===== config.mk =====
export PLATFORM = sky130hd
export DESIGN_NAME = param_seq_multiplier_flat
export DESIGN_NICKNAME = d
export VERILOG_FILES = /design/src/rtl/param_seq_multiplier_if.sv /design/src/rtl/param_seq_multiplier.sv /design/src/flat_wrapper.sv
export SDC_FILE = /design/constraint.sdc
export NUM_CORES = 1
export LEC_CHECK = 0
export ABC_CLOCK_PERIOD_IN_PS = 14350
export CORE_UTILIZATION = 47
export CTS_BUF_LIST = sky130_fd_sc_hd__clkbuf_8
export CTS_CLUSTER_SIZE = 30
export DETAILED_ROUTE_END_ITERATION = 6
export PLACE_DENSITY = 0.67
export RECOVER_POWER = 25
export SYNTH_ARGS = -nofsm -noshare
export SYNTH_HDL_FRONTEND = slang
export SYNTH_SLANG_ARGS = --single-unit

===== constraint.sdc =====
create_clock -name Clock -period 14.35 [get_ports Clock]
set_input_delay 2.87 -clock Clock [delete_from_list [all_inputs] [get_ports Clock]]
set_output_delay 2.87 -clock Clock [all_outputs]
set_load 0.02 [all_outputs]

===== src/rtl/param_seq_multiplier_if.sv =====
// Operand/result handshake bundle for the sequential multiplier.
// The slave side is the multiplier; the master side feeds operands and takes results.
interface param_seq_multiplier_if #(
  parameter int WIDTH = 32
);
  logic               iValid_Data;
  logic [WIDTH-1:0]   iData_A;
  logic [WIDTH-1:0]   iData_B;
  logic               iSigned;
  logic               iAck;
  logic               oReady;
  logic               oDone;
  logic [2*WIDTH-1:0] oProduct;

  modport master (
    output iValid_Data, iData_A, iData_B, iSigned, iAck,
    input  oReady, oDone, oProduct
  );

  modport slave (
    input  iValid_Data, iData_A, iData_B, iSigned, iAck,
    output oReady, oDone, oProduct
  );
endinterface


===== src/rtl/param_seq_multiplier.sv =====
// Shift-and-add multiplier, one multiplier bit per cycle, sign handled by
// magnitude multiply plus a final conditional negation.
module param_seq_multiplier #(
  parameter int WIDTH      = 32,
  parameter int EARLY_TERM = 1
) (
  input  logic Clock,
  input  logic Reset,
  param_seq_multiplier_if.slave bus
);
  localparam int PW = 2 * WIDTH;
  localparam int CW = $clog2(WIDTH);
  localparam bit ET_ON = (EARLY_TERM != 0);

  typedef enum logic [1:0] {
    IDLE,
    CALC,
    DONE
  } state_e;

  state_e          state_q, state_d;
  logic [PW-1:0]   a_q, a_d;
  logic [WIDTH-1:0] b_q, b_d;
  logic [PW-1:0]   acc_q, acc_d;
  logic [CW-1:0]   cnt_q, cnt_d;
  logic            neg_q, neg_d;
  logic [PW-1:0]   prod_q, prod_d;

  logic [WIDTH-1:0] abs_a, abs_b;
  logic [PW-1:0]    acc_sum;
  logic             last;
  logic             sgn_a, sgn_b;

  // Magnitude of the most negative value still fits as WIDTH-bit unsigned.
  assign sgn_a = bus.iSigned & bus.iData_A[WIDTH-1];
  assign sgn_b = bus.iSigned & bus.iData_B[WIDTH-1];
  assign abs_a = sgn_a ? -bus.iData_A : bus.iData_A;
  assign abs_b = sgn_b ? -bus.iData_B : bus.iData_B;

  assign acc_sum = acc_q + (b_q[0] ? a_q : '0);
  assign last = (cnt_q == CW'(WIDTH - 1)) ||
                (ET_ON && (b_q[WIDTH-1:1] == '0));

  always_comb begin
    state_d = state_q;
    a_d     = a_q;
    b_d     = b_q;
    acc_d   = acc_q;
    cnt_d   = cnt_q;
    neg_d   = neg_q;
    prod_d  = prod_q;
    unique case (state_q)
      IDLE: begin
        if (bus.iValid_Data) begin
          a_d     = {{WIDTH{1'b0}}, abs_a};
          b_d     = abs_b;
          // A zero multiplier never yields a negated result.
          neg_d   = (sgn_a ^ sgn_b) & (|bus.iData_B);
          acc_d   = '0;
          cnt_d   = '0;
          state_d = CALC;
        end
      end
      CALC: begin
        acc_d = acc_sum;
        a_d   = a_q << 1;
        b_d   = b_q >> 1;
        cnt_d = cnt_q + CW'(1);
        if (last) begin
          prod_d  = neg_q ? -acc_sum : acc_sum;
          state_d = DONE;
        end
      end
      DONE: begin
        if (bus.iAck) state_d = IDLE;
      end
      default: state_d = IDLE;
    endcase
  end

  always_ff @(posedge Clock) begin
    if (Reset) begin
      state_q <= IDLE;
      a_q     <= '0;
      b_q     <= '0;
      acc_q   <= '0;
      cnt_q   <= '0;
      neg_q   <= 1'b0;
      prod_q  <= '0;
    end else begin
      state_q <= state_d;
      a_q     <= a_d;
      b_q     <= b_d;
      acc_q   <= acc_d;
      cnt_q   <= cnt_d;
      neg_q   <= neg_d;
      prod_q  <= prod_d;
    end
  end

  assign bus.oReady   = (state_q == IDLE);
  assign bus.oDone    = (state_q == DONE);
  assign bus.oProduct = prod_q;
endmodule


===== src/flat_wrapper.sv =====
// flat-port wrapper written by rule: the top's interface ports become plain ports
module param_seq_multiplier_flat 
#(
  parameter int WIDTH      = 32,
  parameter int EARLY_TERM = 1
)
  (Clock, Reset, bus_iValid_Data, bus_iData_A, bus_iData_B, bus_iSigned, bus_iAck, bus_oReady, bus_oDone, bus_oProduct);
  param_seq_multiplier_if #(.WIDTH(WIDTH)) bus_i ();
  input  logic Clock;
  input  logic Reset;
  input wire logic [$bits(bus_i.iValid_Data)-1:0] bus_iValid_Data;
  input wire logic [$bits(bus_i.iData_A)-1:0] bus_iData_A;
  input wire logic [$bits(bus_i.iData_B)-1:0] bus_iData_B;
  input wire logic [$bits(bus_i.iSigned)-1:0] bus_iSigned;
  input wire logic [$bits(bus_i.iAck)-1:0] bus_iAck;
  output wire logic [$bits(bus_i.oReady)-1:0] bus_oReady;
  output wire logic [$bits(bus_i.oDone)-1:0] bus_oDone;
  output wire logic [$bits(bus_i.oProduct)-1:0] bus_oProduct;
  assign bus_i.iValid_Data = bus_iValid_Data;
  assign bus_i.iData_A = bus_iData_A;
  assign bus_i.iData_B = bus_iData_B;
  assign bus_i.iSigned = bus_iSigned;
  assign bus_i.iAck = bus_iAck;
  assign bus_oReady = bus_i.oReady;
  assign bus_oDone = bus_i.oDone;
  assign bus_oProduct = bus_i.oProduct;
  param_seq_multiplier #(.WIDTH(WIDTH), .EARLY_TERM(EARLY_TERM)) u_core (.Clock(Clock), .Reset(Reset), .bus(bus_i));
endmodule

==> results_dict.tcl <==
set metrics [dict create \
    status "complete, but fails checks" \
    violations "capacitance limit, slew limit" \
    synth_xor_area_frac 0.07927 \
    gp_congestion 0.9617 \
    grt_max_degree 95 \
    worstPathRequired_ns 14.65 \
    rrSetupSlack_ns 8.05 \
    top_layer "met4" \
    dp_hpwl_microns 38680 \
    power.sequential.fraction 0.433 \
    worst_pin_slew_ns 4.015 \
    avgSynthCellArea_sq_um 7.389 \
    drcViolationCount 0 \
    r2r_cells 17 \
    cts_tree "done" \
    power.switching_mw 0.4662 \
    intPower_mw 1.104 \
    die_x_microns 189.8 \
    drive_above_1_share 0.05391 \
    wl_per_cell_microns 18.98 \
    reg2reg_from "u_core.b_q[0]$_SDFFE_PP0P_" \
    p_comb_frac 0.159 \
    syn_area_sq_mm 0.01657 \
    clock-skew-final_ns 0.02428 \
    cp-start-kind "input port" \
    end_kind "register" \
    holdCritStartpoint "u_core.bus.oProduct[8]$_SDFFE_PP0P_" \
    ctsResizeCount 0 \
    cts_buffer_depth 3 \
    vias 16670 \
    boundaryPins 135 \
    crit_type "input port to register" \
    path_delay_family "buffers and inverters" \
    post_cts_buffers 0 \
    finalSetupViolations 0 \
    synth_top_family_by_area "compound AO/OA/AOI/OAI gates" \
    ctsRootBufferMaster "clkbuf_8" \
    yosysSeqAreaShare 0.2802 \
    dieArea_sq_mm 0.03602 \
    wl_microns 52290 \
    firstDrtPassIters 6 \
    nNetsFinal 2412 \
    clkPwrFrac 0.408 \
    slowest_stage "clkbuf_1" \
    synth-compound-area-share 0.2684 \
    initial_core_util 0.4786 \
    p_total_mw 1.570 \
    dominantRegCellSynth "dfxtp_1" \
    synth_common_cells "270 x nand2_1, 254 x a21oi_1, 232 x dfxtp_1, 209 x nor2_1, 124 x clkbuf_1" \
    critPathMaxFanout 94 \
    first_iter_violations 1371 \
    postCtsHoldBufs 0 \
    hp-class "register to register" \
    cpPeakStageDelay_ns 2.94 \
    cts_num_sinks 232 \
    vias_per_cell 6.050 \
    clkSlewWorstSetupHoldPaths_ns 0.06 \
    ant_nets 0 \
    ys_ff_latch 232 \
    dr_wl_met3_microns 2849 \
    synth_nets 2381 \
    dp_cells 2686 \
    synthMuxAreaShare 0.005511 \
    synthTopCellsByArea "dfxtp_1 28%, a21oi_1 7.7%, nand2_1 6.1%" \
    crit_chain "clkbuf_1 > clkbuf_1 > nor3_1" \
    relSlewSlack -1.677 \
    cts-htree-levels 2 \
    wl_met2_microns 23650 \
    synthCells 2243 \
    grt_overflow 0 \
    grt_pass1_vias 15300 \
    fin_cells 2755 \
    fin_crit_sh 0.5434 \
    p_sw_frac 0.2970 \
    rows 68 \
    synth.distinct_cells 93 \
    die_y_microns 189.8 \
    setup_ws_ns 6.553 \
    maxCapViolCount 4 \
    antennaDiodeCount 0 \
    drv_slew 307 \
    antenna_found_initial 0 \
    cts_buffers 41 \
    ir_drop_uv 71.29 \
    min_to "u_core.bus.oProduct[8]$_SDFFE_PP0P_" \
    min_period_ns 7.797 \
    r2r_end "u_core.bus.oProduct[61]$_SDFFE_PP0P_" \
    ys.warnings.count 0 \
    synth_fa_ha_area_frac 0.05254 \
    synth_top_area_frac 0.2802 \
    p_per_area_mw_per_mm2 83.75 \
    cp.arrival_ns 8.09 \
    max_freq_mhz 128.2 \
    critical_path_buf_inv_count 2 \
    grt_pass1_wl_microns 83200 \
    yosysMostFrequentCell "nand2_1" \
    async_flop_share 0 \
    portBuffers 134 \
    setup-tns-final_ns 0 \
    yosysTopAreaCell "dfxtp_1" \
    grt.total_usage 0.2873 \
    hold_viol_final 0 \
    rsz0062_at_grt "false" \
    synth-simple-area-share 0.2669 \
    dp_slack_ns 8.143 \
    path_depth 3 \
    final_util 0.5413 \
    syn2layout_area_growth_pct 13.10 \
    hold_depth 2 \
    wl_met1_microns 24080 \
    insertion_delay_ns 0.59 \
    crit_top_cell "clkbuf_1" \
    p_leak_nw 6.839 \
    core_sq_mm 0.03463 \
    synth_edf_count 0 \
]
## flip-flops by register name, summed over array words and instances, names as in the netlist
name                 count
u_core.a_q              64
u_core.acc_q            64
u_core.bus.oProduct     64
u_core.b_q              32
u_core.cnt_q             5
u_core.state_q           2
u_core.neg_q             1
## worst register-to-register path: stages, from the launching register on
cell and delay (ns):
dfxtp_1 0.31, buf_4 0.47, and2_1 0.23, ha_1 0.16, inv_1 0.06, fa_1 0.43, nor2b_4 0.18, o311ai_4 0.13
or3_1 0.41, a21boi_1 0.73, o21ai_0 0.27, xnor2_1 0.25, or4_4 0.53, or4_4 0.51, or4_1 0.76, o41ai_1 0.39
xor2_1 0.18, a211oi_1 0.08
## worst max-delay path by stage
stage / start / to / slack, ns
after CTS: u_core.b_q[0]$_SDFFE_PP0P_ / u_core.bus.oProduct[61]$_SDFFE_PP0P_ / 8.16
final: Reset / u_core.bus.oProduct[18]$_SDFFE_PP0P_ / 6.55
after floorplan: u_core.b_q[0]$_SDFFE_PP0P_ / u_core.bus.oProduct[60]$_SDFFE_PP0P_ / 9.09
after global routing: Reset / u_core.acc_q[13]$_SDFFE_PP0P_ / 5.99
after global placement: u_core.b_q[0]$_SDFFE_PP0P_ / u_core.bus.oProduct[61]$_SDFFE_PP0P_ / 8.26
after detailed placement: u_core.b_q[0]$_SDFFE_PP0P_ / u_core.bus.oProduct[61]$_SDFFE_PP0P_ / 8.14
## stage by stage
step	hold WS, ns	area, sq um
final	0.4533	18740
after global routing	0.4801	18740
after CTS	0.4520	18770
after detailed placement	0.4444	17930
after global placement	0.4411	17930
after floorplan	0.4405	16570
## layout by cell type (no fill, tap or decap), drive strengths merged, types with 18 or more instances in the layout
cell type	n
or4	24
nor2	209
nor3	44
dfxtp	232
nor4	21
xnor2	64
o31ai	29
nand3	109
inv	37
clkbuf	54
nand2	270
o21a	18
o21ai	114
xor2	86
clkdlybuf4s50	133
and2	81
a21o	28
a31oi	24
a21oi	258
or3	31
a211oi	61
ha	68
nand4	40
a22oi	76
## area by class of cell
class,count,area (sq um)
flip-flops and latches,232,4646
fillers,3366,15880
inverters,24,90.09
clock buffers,50,688.2
clock inverters,19,151.4
repair buffers,147,1421
well taps,455,569.3
multi-input cells,1828,11180
## cell families after synthesis
| kind of cell | Yosys count |
|---|---|
| AOI/OAI and AO/OA | 698 |
| xor gates and xnor gates | 150 |
| adders and majority gates | 69 |
| buffers and inverters | 183 |
| DFF | 232 |
| muxes | 9 |
| and+or+nand+nor | 902 |
## layer usage
layer,vias to the layer above,global-route usage
li1,8227,-
met1,7862,0.3939
met2,494,0.4593
met3,84,0.03745
met4,0,0.1039
met5,-,0
## power groups by stage
stage               Sequential [mW]  Clock [mW]  Combinational, mW
floorplan                     0.692           0              0.158
global placement              0.693           0              0.246
detailed placement            0.693           0              0.248
CTS                           0.679       0.654              0.249
global route                  0.682       0.684              0.272
finish                        0.680       0.640              0.250
Note: power is estimated with default switching activity, not from simulation.
